<file path="config.mk">
export PLATFORM = sky130hd
export DESIGN_NAME = regfile_2r1w
export DESIGN_NICKNAME = d
export VERILOG_FILES = /design/src/rtl/regfile_2r1w.sv
export SDC_FILE = /design/constraint.sdc
export NUM_CORES = 1
export LEC_CHECK = 0
export BUFFER_PORTS_ARGS = -buffer_cell sky130_fd_sc_hd__buf_2
export CORE_UTILIZATION = 55
export DETAILED_ROUTE_END_ITERATION = 6
export PLACE_DENSITY_LB_ADDON = 0.12
export REMOVE_ABC_BUFFERS = 1
export SYNTH_ARGS = -nofsm -noshare
export SYNTH_HDL_FRONTEND = slang
export SYNTH_SLANG_ARGS = --single-unit
export TNS_END_PERCENT = 5
</file>
<file path="constraint.sdc">
create_clock -name ck -period 2.5 [get_ports ck]
set_clock_uncertainty 0.15 [all_clocks]
set_input_delay 0.5 -clock ck [delete_from_list [all_inputs] [get_ports ck]]
set_output_delay 0.5 -clock ck [all_outputs]
set_load 0.1 [all_outputs]
</file>
<file path="src/rtl/regfile_2r1w.sv">
// Parametrised 2-read/1-write register file with write-first bypass and a per-register busy scoreboard.
// Optional build macro REGFILE_ZERO_REG_EN hardwires register 0 to zero and never busy.
module regfile_2r1w #(
  parameter  int WIDTH = 8,
  parameter  int AW    = 2,
  localparam int DEPTH = 1 << AW
) (
  input  logic             ck,
  input  logic             rst_n,
  input  logic             we,
  input  logic [AW-1:0]    inaddr,
  input  logic [WIDTH-1:0] din,
  input  logic             set_busy,
  input  logic [AW-1:0]    set_addr,
  input  logic [AW-1:0]    outaddr_a,
  output logic [WIDTH-1:0] dout_a,
  output logic             busy_a,
  input  logic [AW-1:0]    outaddr_b,
  output logic [WIDTH-1:0] dout_b,
  output logic             busy_b,
  output logic [DEPTH-1:0] busy_vec
);

`ifdef REGFILE_ZERO_REG_EN
  localparam bit ZERO_REG = 1'b1;
`else
  localparam bit ZERO_REG = 1'b0;
`endif

  logic [WIDTH-1:0] mem [DEPTH];
  logic [DEPTH-1:0] busy_q;

  logic wr_en;
  logic set_en;
  logic hold_busy;

  // Gating with rst_n keeps the bypass path from leaking din while reset is held.
  assign wr_en     = we && rst_n && !(ZERO_REG && inaddr == '0);
  assign set_en    = set_busy && rst_n && !(ZERO_REG && set_addr == '0);
  // A new producer claiming the register being written wins over the completing one.
  assign hold_busy = set_en && (set_addr == inaddr);

  // NOTE: the data array is reset too, since reset must leave every register reading zero;
  // non-blocking assignments keep all state updates ordered against the same clock edge.
  always_ff @(posedge ck or negedge rst_n) begin
    if (!rst_n) begin
      for (int i = 0; i < DEPTH; i++) mem[i] <= '0;
    end else if (wr_en) begin
      mem[inaddr] <= din;
    end
  end

  always_ff @(posedge ck or negedge rst_n) begin
    if (!rst_n) begin
      busy_q <= '0;
    end else begin
      for (int i = 0; i < DEPTH; i++) begin
        if (set_en && set_addr == AW'(i)) busy_q[i] <= 1'b1;
        else if (wr_en && inaddr == AW'(i)) busy_q[i] <= 1'b0;
      end
    end
  end

  assign busy_vec = busy_q & ~DEPTH'(ZERO_REG);

  // NOTE: every output gets its default first so no path through this block infers a latch.
  always_comb begin
    dout_a = mem[outaddr_a];
    busy_a = busy_q[outaddr_a];
    dout_b = mem[outaddr_b];
    busy_b = busy_q[outaddr_b];
    if (wr_en && outaddr_a == inaddr) begin
      dout_a = din;
      if (!hold_busy) busy_a = 1'b0;
    end
    if (wr_en && outaddr_b == inaddr) begin
      dout_b = din;
      if (!hold_busy) busy_b = 1'b0;
    end
    if (ZERO_REG && outaddr_a == '0) begin
      dout_a = '0;
      busy_a = 1'b0;
    end
    if (ZERO_REG && outaddr_b == '0) begin
      dout_b = '0;
      busy_b = 1'b0;
    end
  end

endmodule

</file>
Word level (Yosys, flattened, before mapping) --
Cells that the tools add are included.
Operators by class: add/sub/neg operators 0, multiply operators 0, divide/modulo/power cells 0, magnitude comparators 6, equal/unequal tests 9, shift-type cells 0, mux-type cells 27, bitwise operators 3, reduce and logical (&&, ||, !) cells 20
Operators with widths (number):
- 2-to-1 mux 8 bit | 7
- binary-select mux 8 bit (select 2 bit) | 2
- bitwise mux 32 bit | 1
- demux 8 bit (select 2 bit) | 1
- logical AND 1 bit | 14
- 2-to-1 mux 1 bit | 14
- >= comparator 3 bit, second input constant | 3
- inverter 2 -> 3 bit | 3
- equality test 2 bit, second input constant | 4
- nonzero test 2 bit | 4
- equality test 2 bit | 3
- < comparator 2 x 3 -> 1 bit, second input constant | 2
- binary-select mux 1 bit (select 2 bit) | 2
- equality test 2 x 1 -> 1 bit, second input constant | 2
- logical NOT 2 bit | 2
- < comparator 3 x 1 -> 1 bit, second input constant | 1
Word-level totals: flip-flop bits (word level) 36, latch bits 0, memory bits (writable) 0, bits in read-only memories 0, output and inout port bits 22, memories kept 0

Depth between registers and ports, before layout --
depth after elaboration 6, depth in mapped cells 4, gate-level depth less buffers 3

Worst setup path after synthesis --
Ideal clock, no wire load.
path kind reg2out, start register busy_q[1] (netlist: busy_vec[1]), end output port busy_b, arrival 3.517 ns, required time 1.850 ns, setup slack -1.667 ns, stages on the path, launching flop included 3, path buffers 0, cell sequence dfrtp_1 > mux4_2 > a21boi_0
On the way: longest elaborated chain between the ends 4
RTL lines:
- start, declared | RTL line 31 | logic [DEPTH-1:0] busy_q;
- start signal, assigned | RTL line 55 | busy_q <= '0;
- start signal, assigned by index | RTL line 58 | if (set_en && set_addr == AW'(i)) busy_q[i] <= 1'b1;
- start signal, assigned by index | RTL line 59 | else if (wr_en && inaddr == AW'(i)) busy_q[i] <= 1'b0;
- binary-select mux 1 bit (select 2 bit) (*) | RTL line 71 | busy_b = busy_q[outaddr_b];
- 2-to-1 mux 1 bit (not written as such) (*) | RTL line 71
- 2-to-1 mux 1 bit | RTL line 78 | if (!hold_busy) busy_b = 1'b0;
- 2-to-1 mux 1 bit (*) | RTL line 76 | if (wr_en && outaddr_b == inaddr) begin
- end, declared | RTL line 20 | output logic busy_b,
Mark *: on every way between the ends. The rest lies on a longest branch, timed or not. The select of a mux whose other input is x is not followed.

Final worst setup path --
start input port outaddr_a[0], end output port dout_a[3]
On the way: longest elaborated chain between the ends 5, elaborated cells between the ends (all ways) 7, those cells by class eq/ne: 1; mux: 4; bitwise: 1; reduce/logical: 1
RTL lines:
- start, declared | RTL line 15 | input logic [AW-1:0] outaddr_a,
- inverter 2 -> 3 bit (not written as such) | RTL line 68 | dout_a = mem[outaddr_a];
- binary-select mux 8 bit (select 2 bit) | RTL line 68
- 2-to-1 mux 8 bit (not written as such) (2 in series) | RTL line 68
- 2-to-1 mux 8 bit (*) | RTL line 72 | if (wr_en && outaddr_a == inaddr) begin
- end, declared | RTL line 16 | output logic [WIDTH-1:0] dout_a,
Marked as above.

==> summary.md <==
| Metric | Value |
|---|---|
| Post-route cell area | 2740 um2 |
| Crit-path cells | buf_2, buf_12, xor2_2, nor3_4, buf_4, mux2_2, buf_6 |
| Post-CTS setup buffer count | 0 |
| Max transition margin | 60.0% |
| Die ar. | 4160 um2 |
| Setup crit start kind | primary input |
| Via count | 1495 |
| Post-synth EDFFs | 0 |
| Post-DP Area | 2550 um2 |
| Drt drc | 0 |
| HP Class | primary input to async pin |
| Post-Place Setup Slack | -83.0 ps |
| Min Tclk post-route | ~2500 ps |
| Static Leak | roughly 1.2 nW |
| Core Util, Final | 73.8% |
| First-pass GRT wire length | 8.18 mm |
| Worst Path Arrival | 1840 ps |
| Initial Util | 57.8% |
| Routability cong. | between 0.7 and 0.8 |
| Peak VDD IR | 591 uV |
| Fin. max-slew vios | 0 |
| Worst slew pin tran | 598 ps |
| Post-route ant nets | 0 |
| Clock Power Share | 18.9% |
| Tot Pwr | 2.65 mW |
| Flops & latches, synth | 36 |
| Setup-failing EPs final | 0 |
| Die X | 64.5 um |
| Combinational share of power | 50.7% |
| Post-Synthesis Cell Area | 2150 um2 |
| Worst endpoint required time | 1850 ps |
| Clock Sink Count | 36 |
| Slowest cell on crit path | mux2_2 |
| TritonRoute pass-1 iters | 4 |
| Final Hold Vio Count | 0 |
| Num CTS Buffers | 5 |
| Hpwl dp | 3.64 mm |
| Per-cell routed wire length | 20.7 um |
| Yosys Warn Count | 0 |
| Root Driver | clkbuf_8 |
| PortBufs | 41 |
| Area Growth Syn to Fin | 27.6% |
| WL final | just over 5 mm |
| Area contributors post-synth | dfrtp_1 (42%), mux2_2 (25%), mux4_1 (11%) |
| Initial antenna violation count | 0 |
| Sequential Power Share | a little under a third |
| PD cells | 966 nW/um2 |
| Post-synthesis sequential area ratio | roughly two fifths |
| Sw Pwr | approximately 1.2 mW |
| Fmax | 0.401 GHz |
| CP Capture Type | output pin |
| Reg2reg end | mem[22]$_DFFE_PN0P_ |
| Maximum number of pins on one net before global-route repair | 29 |
| Avg Inst Size Synth | 15.8 um2 |
| Vias in the first global route | 1524 |
| Multi-input gate area | 1190 um2 |
| IO Count | 42 |
| Reg2Reg Depth | 1 |
| Post-synth top flop | dfrtp_1 |
| DIE HEIGHT | around 65 um |
| P_int | 1.45 mW |
| Latest clock arrival within the worst-skew pair | 290 ps |
| Clock Path Buffers | 2 |
| Net Sw Frac | a little under half |
| Run status | completed |
| Placement Rows | 22 |
| R2r startpoint | mem[22]$_DFFE_PN0P_ |
| Max-Cap Viols | 0 |
| # fillers | 231 |
| Hold Slack | 48.6 ps |
| Yosys top cell by area | dfrtp_1 |
| Post-synth top area share | 41.9% |
| Period utilisation layout | about 100% |
| Worst path max stage delay | 350 ps |
| Max H-tree Level | 2 |
| Fin worst setup slack | between 6 and 7 ps |
| Clk slew on worst S/H paths | 70 ps |
| 1st-iter DRT viols | between 100 and 150 |
| N_diodes | 0 |
| Crit-path max FO | 6 |
| CTS tree | yes |
| Cts hold-fix bufs | 0 |
| Synth unique cells | 21 |
| R2r setup slk | 1560 ps |
| Critical path class | primary input to output pin |
| Post-Synthesis Cells | 136 |
| Vias per cell | 6.08 |
| Reg area | roughly 900 um2 |
| Share of cells above drive strength 1 | approximately two thirds |
| Core area | 3720 um2 |
| FFs w/ async S/R, synth | 100% |
| All-Layer GR Usage | 27.7% |
| Total grt overflow | 0 |
| RSZ-0062 raised after global routing | yes |
| Final #Nets | ~220 |
[how the worst max path moves through the flow]
stage                                  from        end  slack (ps)  depth (start not counted)
floorplan           busy_vec[1]$_DFFE_PN0P_     busy_b       -1670                          2
global placement               outaddr_a[0]  dout_a[7]         -70                          7
detailed placement             outaddr_a[0]  dout_a[3]         -80                          7
CTS                            outaddr_b[0]  dout_b[3]           1                          5
global route                   outaddr_a[0]  dout_a[2]         -30                          7
finish                         outaddr_a[0]  dout_a[3]           7                          7
[kinds of logic (layout without fill, tap and decap cells)]
group / count (synthesis) / in the layout / share of synthesized area, %
and+or+nand+nor: 13 / 13 / 4.89
buffers and inverters: 9 / 71 / 2.85
muxes: 66 / 66 / 45.6
AOI/OAI and AO/OA: 6 / 6 / 1.92
xor gates and xnor gates: 6 / 6 / 2.80
DFF: 36 / 36 / 41.9
[layout by cell type, fill, tap and decap left out]
master,instances
nand4_1,1
dfrtp_1,36
xor2_2,1
clkbuf_8,5
buf_2,23
o31ai_1,1
bufinv_16,1
nor3_4,3
clkbuf_1,1
buf_6,11
buf_4,24
mux2_2,48
xor2_1,5
mux4_2,9
nand2_2,1
clkinv_2,1
inv_1,2
mux4_1,9
nand3_1,1
o32ai_1,1
nand2_1,4
or3_1,1
o21ai_0,2
buf_12,3
a21boi_0,2
nand4b_1,2
[per-layer routing]
| metal | wire length (um) | track usage, % | share of wire, % |
|---|---|---|---|
| met5 | 0 | 0 | 0 |
| met2 | 2370 | 40.5 | 47 |
| met4 | 146 | 14.7 | 2.9 |
| met3 | 278 | 5.99 | 5.5 |
| met1 | 2290 | 38.9 | 45 |
[through the flow]
stage	setup TNS [ps]	cells
after global placement	-528	238
after floorplan	-3320	129
final	0	246
after CTS	0	246
after global routing	-178	246
after detailed placement	-718	238
[critical path, delay by kind of cell]
kind                   cells  cell delay (ps)
AND/OR/NAND/NOR            1              190
XOR/XNOR                   1              180
buffers and inverters      4              630
multiplexers               1              350
[layout make-up]
type	count	share of cell area, %
inverter	2	0.274
timing repair buffer	61	17.5
multi-input combinational	91	43.3
clock buffer	6	2.65
sequential	36	32.9
tap	48	2.19
clock inverter	2	1.28
[cell usage after synthesis, drive strengths merged, types with 2 or more instances]
cell type   n
nand4b      2
o21ai       2
a21boi      2
inv         2
dfrtp      36
xor2        6
mux2       48
nor3        3
nand2       5
buf         6
mux4       18
[power by group through the flow]
stage	clock [mW]	combinational [mW]	sequential, mW
6_report	0.500	1.34	0.806
5_1_grt	0.531	1.39	0.824
4_1_cts	0.512	1.33	0.803
3_5_place_dp	0	1.25	0.816
3_3_place_gp	0	1.23	0.799
2_1_floorplan	0	0.944	0.870
[timing repair]
action,in CTS,in global routing
endpoints found under the setup margin,15,13
gates resized for setup,23,7
pin swaps,0,0
hold endpoints to repair,0,0
[registers in the layout, indices dropped and copies added, names as in the netlist]
name / cells
mem: 32
busy_vec: 4
No activity file was read; power rests on OpenSTA's default activity.
